--- src/rtl/ras_circ_pkg.sv ---
// Shared core types for branch prediction: return-address stack entry, RAS checkpoint,
// core configuration, and the pointer-wrap helpers used by the circular return stack.
package ras_circ_pkg;

    // The struct fields are sized for the widest legal configuration:
    // VLEN up to 64 bits and DEPTH up to 64 entries.
    localparam int unsigned RAS_VLEN_MAX  = 64;
    localparam int unsigned RAS_PTR_W_MAX = 6;
    localparam int unsigned RAS_CNT_W_MAX = 7;

    typedef struct packed {
        logic                    valid;
        logic [RAS_VLEN_MAX-1:0] ra;
    } ras_t;

    typedef struct packed {
        logic [RAS_PTR_W_MAX-1:0] ptr;
        logic [RAS_CNT_W_MAX-1:0] count;
        ras_t                     top;
    } ras_ckpt_t;

    typedef enum logic [2:0] {
        RAS_NONE,
        RAS_PUSH,
        RAS_POP,
        RAS_SWAP,
        RAS_FLUSH,
        RAS_RESTORE
    } ras_op_e;

    typedef struct packed {
        int unsigned RASDepth;
        int unsigned BHTEntries;
        int unsigned BTBEntries;
    } cva6_cfg_t;

    localparam cva6_cfg_t CVA6Cfg = '{RASDepth: 32'd2, BHTEntries: 32'd128, BTBEntries: 32'd32};

    function automatic int unsigned ras_wrap_inc(input int unsigned ptr, input int unsigned depth);
        return (ptr + 1 == depth) ? 0 : ptr + 1;
    endfunction

    function automatic int unsigned ras_wrap_dec(input int unsigned ptr, input int unsigned depth);
        return (ptr == 0) ? depth - 1 : ptr - 1;
    endfunction

endpackage

--- src/rtl/ras_circ.sv ---
// Circular return-address stack: full pushes overwrite the oldest entry, and a single-level
// checkpoint of pointer, count and top entry allows rollback after a misprediction.
module ras_circ
    import ras_circ_pkg::*;
#(
    parameter int unsigned DEPTH   = CVA6Cfg.RASDepth,
    parameter int unsigned VLEN    = 64,
    parameter bit          CKPT_EN = 1'b1
) (
    input  logic                       clk_i,
    input  logic                       rst_ni,
    input  logic                       flush_i,
    input  logic                       push_i,
    input  logic                       pop_i,
    input  logic [VLEN-1:0]            data_i,
    input  logic                       ckpt_i,
    input  logic                       restore_i,
    output logic [VLEN-1:0]            data_o,
    output logic                       valid_o,
    output logic [$clog2(DEPTH+1)-1:0] count_o
);

    localparam int unsigned PTR_W = (DEPTH > 2) ? $clog2(DEPTH) : 1;
    localparam int unsigned CNT_W = $clog2(DEPTH + 1);

    logic [VLEN-1:0]  mem_q [DEPTH];
    logic [PTR_W-1:0] ptr_q, ptr_d, ptr_inc, ptr_dec;
    logic [CNT_W-1:0] count_q, count_d;
    logic             wr_en;
    logic [PTR_W-1:0] wr_ptr;
    logic [VLEN-1:0]  wr_data;
    logic [VLEN-1:0]  top;
    logic             restore_en;
    ras_op_e          op;
    ras_ckpt_t        ckpt_q, ckpt_live;
    logic             unused_ckpt;

    assign top        = (count_q == '0) ? '0 : mem_q[ptr_q];
    assign restore_en = CKPT_EN && restore_i;
    assign ptr_inc    = PTR_W'(ras_wrap_inc(32'(ptr_q), DEPTH));
    assign ptr_dec    = PTR_W'(ras_wrap_dec(32'(ptr_q), DEPTH));

    // Restore and flush pre-empt the stack operations; an empty-stack pop is dropped here.
    always_comb begin
        op = RAS_NONE;
        if (flush_i)                     op = RAS_FLUSH;
        else if (restore_en)             op = RAS_RESTORE;
        else if (push_i && pop_i)        op = RAS_SWAP;
        else if (push_i)                 op = RAS_PUSH;
        else if (pop_i && count_q != '0) op = RAS_POP;
    end

    // NOTE: every output of this block gets a default first so no path can infer a latch.
    always_comb begin
        ptr_d   = ptr_q;
        count_d = count_q;
        wr_en   = 1'b0;
        wr_ptr  = ptr_q;
        wr_data = data_i;
        case (op)
            RAS_FLUSH: begin
                ptr_d   = '0;
                count_d = '0;
            end
            RAS_RESTORE: begin
                ptr_d   = ckpt_q.ptr[PTR_W-1:0];
                count_d = ckpt_q.count[CNT_W-1:0];
                wr_en   = 1'b1;
                wr_ptr  = ckpt_q.ptr[PTR_W-1:0];
                wr_data = ckpt_q.top.ra[VLEN-1:0];
            end
            RAS_PUSH: begin
                ptr_d  = ptr_inc;
                wr_en  = 1'b1;
                wr_ptr = ptr_inc;
                if (count_q != CNT_W'(DEPTH)) count_d = count_q + 1'b1;
            end
            RAS_POP: begin
                ptr_d   = ptr_dec;
                count_d = count_q - 1'b1;
            end
            RAS_SWAP: begin
                wr_en = 1'b1;
                if (count_q == '0) count_d = CNT_W'(1);
            end
            default: ;
        endcase
    end

    // NOTE: state updates use non-blocking assignments so every flop samples pre-edge values.
    always_ff @(posedge clk_i or negedge rst_ni) begin
        if (!rst_ni) begin
            ptr_q   <= '0;
            count_q <= '0;
        end else begin
            ptr_q   <= ptr_d;
            count_q <= count_d;
        end
    end

    // NOTE: the entry array has no reset; live entries are always written before they are read.
    always_ff @(posedge clk_i) begin
        if (wr_en) mem_q[wr_ptr] <= wr_data;
    end

    assign ckpt_live = '{
        ptr:   RAS_PTR_W_MAX'(ptr_q),
        count: RAS_CNT_W_MAX'(count_q),
        top:   '{valid: (count_q != '0), ra: RAS_VLEN_MAX'(top)}
    };

    if (CKPT_EN) begin : g_ckpt
        // A restore re-captures exactly what is already held, so restore+ckpt keeps ckpt_q.
        always_ff @(posedge clk_i or negedge rst_ni) begin
            if (!rst_ni) begin
                ckpt_q <= '0;
            end else if (flush_i) begin
                if (ckpt_i) ckpt_q <= '0;
            end else if (ckpt_i && !restore_i) begin
                ckpt_q <= ckpt_live;
            end
        end
    end else begin : g_no_ckpt
        assign ckpt_q = '0;
    end

    assign unused_ckpt = ^{ckpt_q, ckpt_live, ckpt_i, restore_i};

    assign data_o  = top;
    assign valid_o = (count_q != '0);
    assign count_o = count_q;

endmodule

--- config.mk ---
export PLATFORM = sky130hd
export DESIGN_NAME = ras_circ
export DESIGN_NICKNAME = d
export VERILOG_FILES = /design/src/rtl/ras_circ_pkg.sv /design/src/rtl/ras_circ.sv
export SDC_FILE = /design/constraint.sdc
export NUM_CORES = 1
export LEC_CHECK = 0
export BUFFER_PORTS_ARGS = -buffer_cell sky130_fd_sc_hd__clkbuf_2
export CORE_MARGIN = 1.5
export CORE_UTILIZATION = 33
export CTS_BUF_LIST = sky130_fd_sc_hd__clkbuf_8 sky130_fd_sc_hd__clkbuf_16
export DETAILED_ROUTE_END_ITERATION = 12
export GPL_ROUTABILITY_DRIVEN = 0
export GPL_TIMING_DRIVEN = 0
export PLACE_DENSITY_LB_ADDON = 0.12
export REMOVE_ABC_BUFFERS = 1
export SLEW_MARGIN = 20
export SYNTH_ARGS = -nofsm -noshare
export SYNTH_HDL_FRONTEND = slang
export SYNTH_SLANG_ARGS = --single-unit
--- constraint.sdc ---
create_clock -name clk_i -period 4.6 [get_ports clk_i]
set_input_delay 0.23 -clock clk_i [delete_from_list [all_inputs] [get_ports clk_i]]
set_output_delay 0.23 -clock clk_i [all_outputs]
set_load 0.03 [all_outputs]
==> impl_metrics.csv, run 1 <==
group,metric,value,unit
outcome,status,"completed",
die,dieArea,26800,µm²
hold_path,hold_path_class,"in -> reg",
synth,synthDistinctLibCells,37,
route,wire_per_inst,19.3,µm
clock_tree,cts.path.max_buffers,2,
route,vias,4859,
route,finalWirelength,19500,µm
synth,synth_top_area_share,45.1,%
synth,syn-cell-area,8510,µm²
synth,synth_top_area_cell,"edfxtp_1",
die,die_w,164,µm
sta,finalWorstSetupSlack,2.07,ns
clock_tree,cts_sinks,198,
worst_setup_path,worstPathRequired,4.73,ns
synth,ys.flop_type,"edfxtp_1",
clock_tree,holdBufCountCts,1,
clock_tree,cts.clk_slew.worst_paths,0.07,ns
place,io_buffers,137,
power,p_leak,4.30,nW
clock_tree,ctsResizeCount,0,
sta,worstMarginPinSlew,0.771,ns
worst_setup_path,cp-start-kind,"flop",
die,rows,58,
grt,grt_pass1_vias,5307,
sta,rsz0062_at_grt,"no",
sta,hold_viol,0,
worst_setup_path,crit_type,"reg -> reg",
route,dr.pass1.iters,4,
place,hpwl,12000,µm
grt,grt_max_degree,71,
hold_path,worstHoldStart,"data_i[25]",
finish,fin_util,40.8,%
synth,async_flop_share,35.4,%
die,die_h,164,µm
synth,yosys-top-cells-area,"edfxtp_1 (45%), dfrtp_1 (21%), mux2_4 (8.8%)",
finish,n_antenna_cell,0,
die,io_pins,138,
place,pre_cts_slack,1.99,ns
grt,gr-usage-all-layers,15.2,%
sta,fmax,396,MHz
synth,syn_area_per_cell,15.9,µm²
worst_setup_path,worst_ep_arrival_time,2.66,ns
worst_setup_path,crit_fanout,35,
worst_setup_path,critPathLaunch,"ptr_q$_DFFE_PN0P_",
synth,ys_seq_elements,198,
synth,ys_warn_count,0,
clock_tree,cts_tree,"yes",
sta,setup_tns,0,ns
route,drc,0,
grt,grt_pass1_wl,30200,µm
die,coreArea,25300,µm²
route,drtAntennaViolNets,0,
grt,antenna_found_initial,0,
sta,setup_viol,0,
grt,overflow,0,
sta,post-route-period-util,54.9,%
synth,synth_seq_area_share,65.7,%
synth,synth_edf_count,128,
worst_setup_path,r2r_start,"ptr_q$_DFFE_PN0P_",
clock_tree,cts_made_buffers,17,
power,vdd_drop_max,0.234,mV
sta,drv_slew,0,
place,place_inst,975,
run,maxCapViolations,0,
clock_tree,insertion_delay,0.43,ns
synth,synthCells,534,
sta,relSlewSlack,48.6,%
clock_tree,h-tree-depth,4,
route,first_iter_violations,229,
route,via_per_inst,4.82,
power,pwr_density_cell,376,nW/µm²
finish,drive_gt1_share,37.5,%
finish,final_nets,736,
clock_tree,post_cts_buffers,0,
sta,period_needed,2.53,ns
worst_setup_path,endpoint_kind,"flop",
die,floorplan.initialDensity,33.7,%
finish,instances_no_fill,1008,
power,finalPower,3.87,mW
clock_tree,clockRootBuffer,"clkbuf_16",
finish,num-fill-cells,2359,
sta,skew,0.0129,ns
finish,syn_to_final_growth,21.0,%
[routing by layer]
metal | share of wire (%) | vias to the layer above | track usage (%) | wire [µm]
li1 | - | 2278 | - | -
met1 | 45 | 2456 | 19.6 | 8760
met2 | 50 | 118 | 25.6 | 9700
met3 | 4.3 | 7 | 3.73 | 843
met4 | 0.79 | 0 | 3.51 | 153
met5 | 0 | - | 0 | 0
[flip-flops by register name, indices dropped and copies added (netlist names)]
name     cells
mem_q      128
ckpt_q      67
count_o      2
ptr_q        1
[kinds of logic after synthesis]
group / Yosys count / share of synthesized area [%]
AOI/OAI and AO/OA: 81 / 7.94
xor gates and xnor gates: 2 / 0.206
buffers and inverters: 41 / 3.70
DFF: 198 / 65.7
muxes: 128 / 18.2
and+or+nand+nor: 84 / 4.23
[layout make-up]
type	instances	area (µm²)	share of cell area, %
clock buffer	17	425	4.13
clock inverter	15	188	1.82
inverter	2	7.51	0.0729
multi-input combinational	295	2640	25.6
sequential	198	5600	54.3
tap	330	413	4.01
timing repair buffer	151	1030	10.0
[worst max-delay path, cell delays in order (launching register included)]
cell and delay (ns):
dfrtp_4 0.86, xor2_1 0.22, a21oi_1 0.12, nor2_4 0.60, buf_16 0.25, buf_16 0.16
[final timing paths]
check,endpoint,slack [ns],depth (start not counted)
worst max-delay path,mem_q[0][37]$_DFFE_PP_,2.07,5
worst max register to register,mem_q[0][37]$_DFFE_PP_,2.07,5
worst min register to register,ckpt_q[63]$_DFFE_PN0P_,0.50,1
worst min-delay path,mem_q[0][25]$_DFFE_PP_,0.11,2
min in group asynchronous,ckpt_q[17]$_DFFE_PN0P_,0.41,2
max in group asynchronous,ptr_q$_DFFE_PN0P_,3.66,2
[power by group]
| part | internal (mW) | switching, mW |
|---|---|---|
| combinational | 0.150 | 0.194 |
| sequential | 1.97 | 0.0223 |
| clock | 0.829 | 0.712 |
[through the flow]
step	instance area (µm²)	hold slack [ns]
final	10300	0.112
after global routing	10300	0.0810
after CTS	10300	0.0849
after detailed placement	9680	0.337
after global placement	9300	0.483
after floorplan	8210	-0.0656
[cells in the final DEF (no fill, tap or decap), drive strengths merged, types with 2 or more instances in the layout]
cell	synthesis	layout
clkbuf	4	154
edfxtp	128	128
dfrtp	70	70
a22o	68	68
nor2	67	67
mux2i	64	64
mux2	64	64
buf	35	13
inv	2	10
a21oi	6	6
nor2b	4	4
nand2	4	4
clkinv	0	4
xor2	2	2
or3	2	2
bufinv	0	2
nand2b	2	2
[cell usage after synthesis (all sizes together) (2+ instances only)]
| cell type | count |
|---|---|
| nor2 | 67 |
| inv | 2 |
| or3 | 2 |
| nand2 | 4 |
| dfrtp | 70 |
| mux2i | 64 |
| nand2b | 2 |
| mux2 | 64 |
| a21oi | 6 |
| edfxtp | 128 |
| a22o | 68 |
| buf | 35 |
| nor2b | 4 |
| clkbuf | 4 |
| xor2 | 2 |
No activity file was read; power rests on OpenSTA's default activity.
==> run 2, diff against run 1 <==
==> constraint.sdc (replaced) <==
create_clock -name clk_i -period 2.1 [get_ports clk_i]
set_input_delay 0.105 -clock clk_i [delete_from_list [all_inputs] [get_ports clk_i]]
set_output_delay 0.105 -clock clk_i [all_outputs]
set_load 0.03 [all_outputs]
==> impl_metrics.csv, run 2 (same netlist as run 1, synthesis figures left out) <==
group,metric,value,unit
outcome,status,"completed",
finish,n_antenna_cell,0,
sta,hold_viol,0,
finish,top_register,"mem_q",
die,floorplan.initialDensity,33.7,%
finish,fin_area,11100,µm²
route,drc,0,
finish,largest_register_ffs,128,
clock_tree,insertion_delay,0.43,ns
grt,overflow,0,
power,p_leak,4.65,nW
grt,grt_max_degree,71,
finish,layout_commonest_cell,"clkbuf_2",
finish,num-fill-cells,2320,
clock_tree,cts_tree,"yes",
clock_tree,cts.clk_slew.worst_paths,0.07,ns
finish,final_cell_mix,"clkbuf_2 (136), edfxtp_1 (128), a22o_1 (68)",
worst_setup_path,crit_fanout,16,
sta,post-route-period-util,93.3,%
clock_tree,cts_made_buffers,17,
die,coreArea,25300,µm²
place,hpwl,12000,µm
clock_tree,cts_sinks,198,
sta,drv_slew,0,
place,place_area,9680,µm²
worst_setup_path,worst_ep_arrival_time,2.10,ns
die,dieArea,26800,µm²
route,via_per_inst,4.80,
worst_setup_path,cp-start-kind,"flop",
die,rows,58,
sta,rsz0062_at_grt,"no",
worst_setup_path,worstPathRequired,2.24,ns
route,finalWirelength,20600,µm
clock_tree,h-tree-depth,4,
die,die_h,164,µm
sta,skew,0.0121,ns
route,wire_per_inst,19.0,µm
die,io_pins,138,
finish,final_nets,813,
worst_setup_path,critPathLaunch,"ptr_q$_DFFE_PN0P_",
place,pre_cts_slack,-0.508,ns
hold_path,hold_path_class,"in -> reg",
hold_path,worstHoldStart,"data_i[1]",
place,io_buffers,137,
finish,syn_to_final_growth,30.4,%
route,vias,5205,
sta,relSlewSlack,48.1,%
route,first_iter_violations,223,
power,vdd_drop_max,0.514,mV
power,pwr_density_cell,777,nW/µm²
worst_setup_path,endpoint_kind,"flop",
sta,period_needed,1.96,ns
power,finalPower,8.63,mW
sta,worstMarginPinSlew,0.778,ns
finish,drive_gt1_share,35.6,%
sta,setup_viol,0,
sta,fmax,510,MHz
run,maxCapViolations,0,
route,drtAntennaViolNets,0,
grt,grt_pass1_vias,5555,
clock_tree,cts.path.max_buffers,2,
grt,grt_pass1_wl,31900,µm
clock_tree,clockRootBuffer,"clkbuf_16",
worst_setup_path,r2r_start,"ptr_q$_DFFE_PN0P_",
route,dr.pass1.iters,4,
grt,gr-usage-all-layers,16.1,%
worst_setup_path,crit_type,"reg -> reg",
sta,finalWorstSetupSlack,0.140,ns
die,die_w,164,µm
grt,antenna_found_initial,0,
==> run 2: cell types whose count changed in the layout (fill, tap and decap cells not counted) <==
cell	previous run	this run
buf_12	2	6
nor2_4	2	3
dlygate4sd3_1	1	65
buf_4	0	8
dfrtp_2	0	2
dfrtp_1	69	67
==> run 2: path summary, 6_finish.rpt <==
| kind | to | slack, ns | cells past startpoint |
|---|---|---|---|
| max | mem_q[1][37]$_DFFE_PP_ | 0.14 | 7 |
| min in group asynchronous | ckpt_q[17]$_DFFE_PN0P_ | 0.29 | 2 |
| min | mem_q[0][1]$_DFFE_PP_ | 0.03 | 2 |
| max in group asynchronous | ptr_q$_DFFE_PN0P_ | 1.28 | 2 |
| min reg2reg | ckpt_q[63]$_DFFE_PN0P_ | 0.50 | 1 |
| max reg2reg | mem_q[1][37]$_DFFE_PP_ | 0.14 | 7 |
==> run 2: power breakdown <==
group | total [mW] | internal (mW) | switching, mW
sequential | 4.34 | 4.31 | 0.0358
combinational | 0.900 | 0.429 | 0.471
clock | 3.38 | 1.81 | 1.57
total | 8.63 | 6.55 | 2.07
==> run 2: layer usage <==
metal	track usage [%]	part of all wire (%)	vias up	routed length [µm]
met3	3.68	5.5	10	1140
met1	20.8	44	2612	8990
li1	-	-	2441	-
met5	0	0	-	0
met4	3.60	0.83	0	170
met2	27.3	50	142	10300
==> run 2: critical path: stages, from the launching register on <==
cell and delay (ns):
dfrtp_4 0.51, buf_4 0.18, xor2_1 0.15, nand2b_1 0.18
a21oi_4 0.15, buf_4 0.16, buf_16 0.17, buf_16 0.16
==> run 2: final cells by class <==
class	instances	area [µm²]	area share, %
clock inverters	15	188	1.69
multi-input cells	296	2650	23.9
repair buffers	227	1820	16.4
clock buffers	17	425	3.83
flip-flops and latches	198	5600	50.5
well taps	330	413	3.72
inverters	2	7.51	0.0676
==> run 2: repair_timing <==
action	4_1_cts	5_1_grt
resized for setup	0	3
endpoints found under the hold margin	197	0
gates cloned	1	0
hold buffers	65	0
setup endpoints to repair	193	10
pin swaps	3	0
setup buffers	12	0
==> run 2: per-stage QoR <==
step	hold WS [ns]	setup TNS [ns]	std cells	utilization (%)
6_report	0.0261	0	1085	43.9
5_1_grt	0.0114	0	1085	43.9
4_1_cts	0.00494	0	1085	43.9
3_5_place_dp	0.212	-42.13	975	38.3
3_3_place_gp	0.403	-1453.24	962	36.8
2_1_floorplan	-0.191	-697.69	495	-
==> run 3, diff against run 2 <==
--- a/config.mk
+++ b/config.mk
@@ -6,12 +6,13 @@
 export NUM_CORES = 1
 export LEC_CHECK = 0
 export BUFFER_PORTS_ARGS = -buffer_cell sky130_fd_sc_hd__clkbuf_2
+export CORE_ASPECT_RATIO = 0.75
 export CORE_MARGIN = 1.5
 export CORE_UTILIZATION = 33
 export CTS_BUF_LIST = sky130_fd_sc_hd__clkbuf_8 sky130_fd_sc_hd__clkbuf_16
 export DETAILED_ROUTE_END_ITERATION = 12
 export GPL_ROUTABILITY_DRIVEN = 0
-export GPL_TIMING_DRIVEN = 0
+export GPL_TIMING_DRIVEN = 1
 export PLACE_DENSITY_LB_ADDON = 0.12
 export REMOVE_ABC_BUFFERS = 1
 export SLEW_MARGIN = 20
==> impl_metrics.csv, run 3 (same netlist as run 1, synthesis figures left out) <==
group,metric,value,unit
outcome,status,"completed",
worst_setup_path,crit_chain,"bufbuf_16, mux2i_1, nor2_1, buf_2",
power,intPower,6.45,mW
place,io_buffers,137,
clock_tree,insertion_delay,0.44,ns
grt,grt_pass1_wl,31600,µm
power,switchingPower,2.00,mW
sta,setup_viol,0,
worst_setup_path,crit_type,"reg -> out",
die,rows,50,
sta,hold_viol,0,
route,finalWirelength,20200,µm
place,hpwl,12200,µm
die,die_w,188,µm
sta,post-route-period-util,96.7,%
route,first_iter_violations,257,
worst_setup_path,crit_fanout,33,
place,pre_cts_slack,0.317,ns
power,combPwrFrac,10.0,%
finish,num-fill-cells,2305,
sta,relSlewSlack,64.3,%
worst_setup_path,crit_family,"buffers and inverters",
worst_setup_path,crit_slowest_cell,"dfrtp_4",
grt,overflow,0,
finish,fin_area,10800,µm²
route,dr.pass1.iters,4,
die,die_h,142,µm
route,drc,0,
worst_setup_path,endpoint_kind,"output port",
sta,drv_slew,0,
power,pwr-share-seq,51.4,%
worst_setup_path,slowest_delay,0.54,ns
hold_path,hold_path_class,"in -> reg",
run,maxCapViolations,0,
route,drtAntennaViolNets,0,
sta,worstMarginPinSlew,0.535,ns
worst_setup_path,worst_ep_arrival_time,1.93,ns
sta,fmax,492,MHz
clock_tree,cts_sinks,198,
sta,rsz0062_at_grt,"yes",
sta,worst_hold_slack,0.0189,ns
sta,finalWorstSetupSlack,0.0687,ns
power,switching_share,23.7,%
finish,layout_commonest_cell,"clkbuf_2",
worst_setup_path,cp-start-kind,"flop",
finish,final_cell_mix,"clkbuf_2 (133), edfxtp_1 (128), dfrtp_1 (69)",
worst_setup_path,worstPathRequired,2.00,ns
grt,gr-usage-all-layers,15.7,%
place,place_area,9580,µm²
power,p_leak,4.50,nW
grt,grt_pass1_vias,5511,
sta,setup_tns,0,ns
clock_tree,cts_made_buffers,17,
clock_tree,cts_tree,"yes",
finish,final_nets,798,
power,pwr-share-clk,38.6,%
grt,grt_max_degree,38,
finish,syn_to_final_growth,26.7,%
finish,n_antenna_cell,0,
die,floorplan.initialDensity,33.9,%
finish,fin_util,42.9,%
finish,top_register,"mem_q",
sta,skew,0.00995,ns
grt,antenna_found_initial,0,
finish,drive_gt1_share,34.9,%
die,dieArea,26800,µm²
finish,largest_register_ffs,128,
power,vdd_drop_max,0.577,mV
route,wire_per_inst,18.8,µm
die,coreArea,25100,µm²
power,pwr_density_cell,784,nW/µm²
die,io_pins,138,
sta,period_needed,2.03,ns
clock_tree,cts.clk_slew.worst_paths,0.08,ns
route,via_per_inst,4.80,
clock_tree,clockRootBuffer,"clkbuf_16",
clock_tree,cts.path.max_buffers,2,
clock_tree,h-tree-depth,4,
route,vias,5176,
worst_setup_path,crit_buf_inv,2,
run 3: repair_timing:
| action | 4_1_cts | 5_1_grt |
|---|---|---|
| pin swaps | 0 | 1 |
| setup buffers | 0 | 0 |
| gates cloned | 1 | 0 |
| gates resized for setup | 1 | 7 |
| hold buffers | 58 | 0 |
| setup endpoints to repair | 4 | 23 |
| endpoints found under the hold margin | 141 | 0 |
run 3: path summary, 6_finish.rpt:
kind | from | endpoint | slack (ns) | depth (start not counted)
min in group asynchronous | rst_ni | ckpt_q[33]$_DFFE_PN0P_ | 0.19 | 2
worst max register to register | ptr_q$_DFFE_PN0P_ | mem_q[1][37]$_DFFE_PP_ | 0.27 | 4
worst min register to register | ckpt_q[4]$_DFFE_PN0P_ | ckpt_q[4]$_DFFE_PN0P_ | 0.50 | 1
worst max-delay path | ptr_q$_DFFE_PN0P_ | data_o[8] | 0.07 | 4
worst min-delay path | data_i[57] | mem_q[1][57]$_DFFE_PP_ | 0.02 | 2
max in group asynchronous | rst_ni | ckpt_q[18]$_DFFE_PN0P_ | 1.34 | 3
run 3: per-stage QoR:
stage                     std cells  total power, mW
after floorplan                 495             4.88
after global placement          987             5.17
after detailed placement        987             5.19
after CTS                      1078             8.57
after global routing           1078             8.78
final                          1078             8.45
run 3: power by group through the flow:
| stage | Sequential, mW | Combinational (mW) | Clock (mW) |
|---|---|---|---|
| final | 4.35 | 0.844 | 3.26 |
| after global routing | 4.35 | 0.917 | 3.51 |
| after CTS | 4.35 | 0.859 | 3.36 |
| after detailed placement | 4.43 | 0.760 | 0 |
| after global placement | 4.42 | 0.748 | 0 |
| after floorplan | 4.45 | 0.430 | 0 |
run 3: area by class of cell:
class,count,area [µm²],share of cell area (%)
flip-flops and latches,198,5600,51.9
multi-input cells,295,2630,24.4
repair buffers,213,1540,14.3
clock buffers,17,425,3.94
well taps,338,423,3.92
clock inverters,15,155,1.44
inverters,2,7.51,0.0696
run 3: worst register-to-register path: stages (launching register included):
cell and delay (ns):
dfrtp_4 0.54, xor2_1 0.17, nand2b_1 0.18, a21oi_4 0.35, buf_12 0.26
run 3: per-layer routing:
metal	global-route usage [%]	share of wire [%]	vias up
met5	0	0	-
met4	4.51	1.1	0
met3	4.04	5.9	19
met2	24.8	45	163
met1	21.2	48	2596
li1	-	-	2398
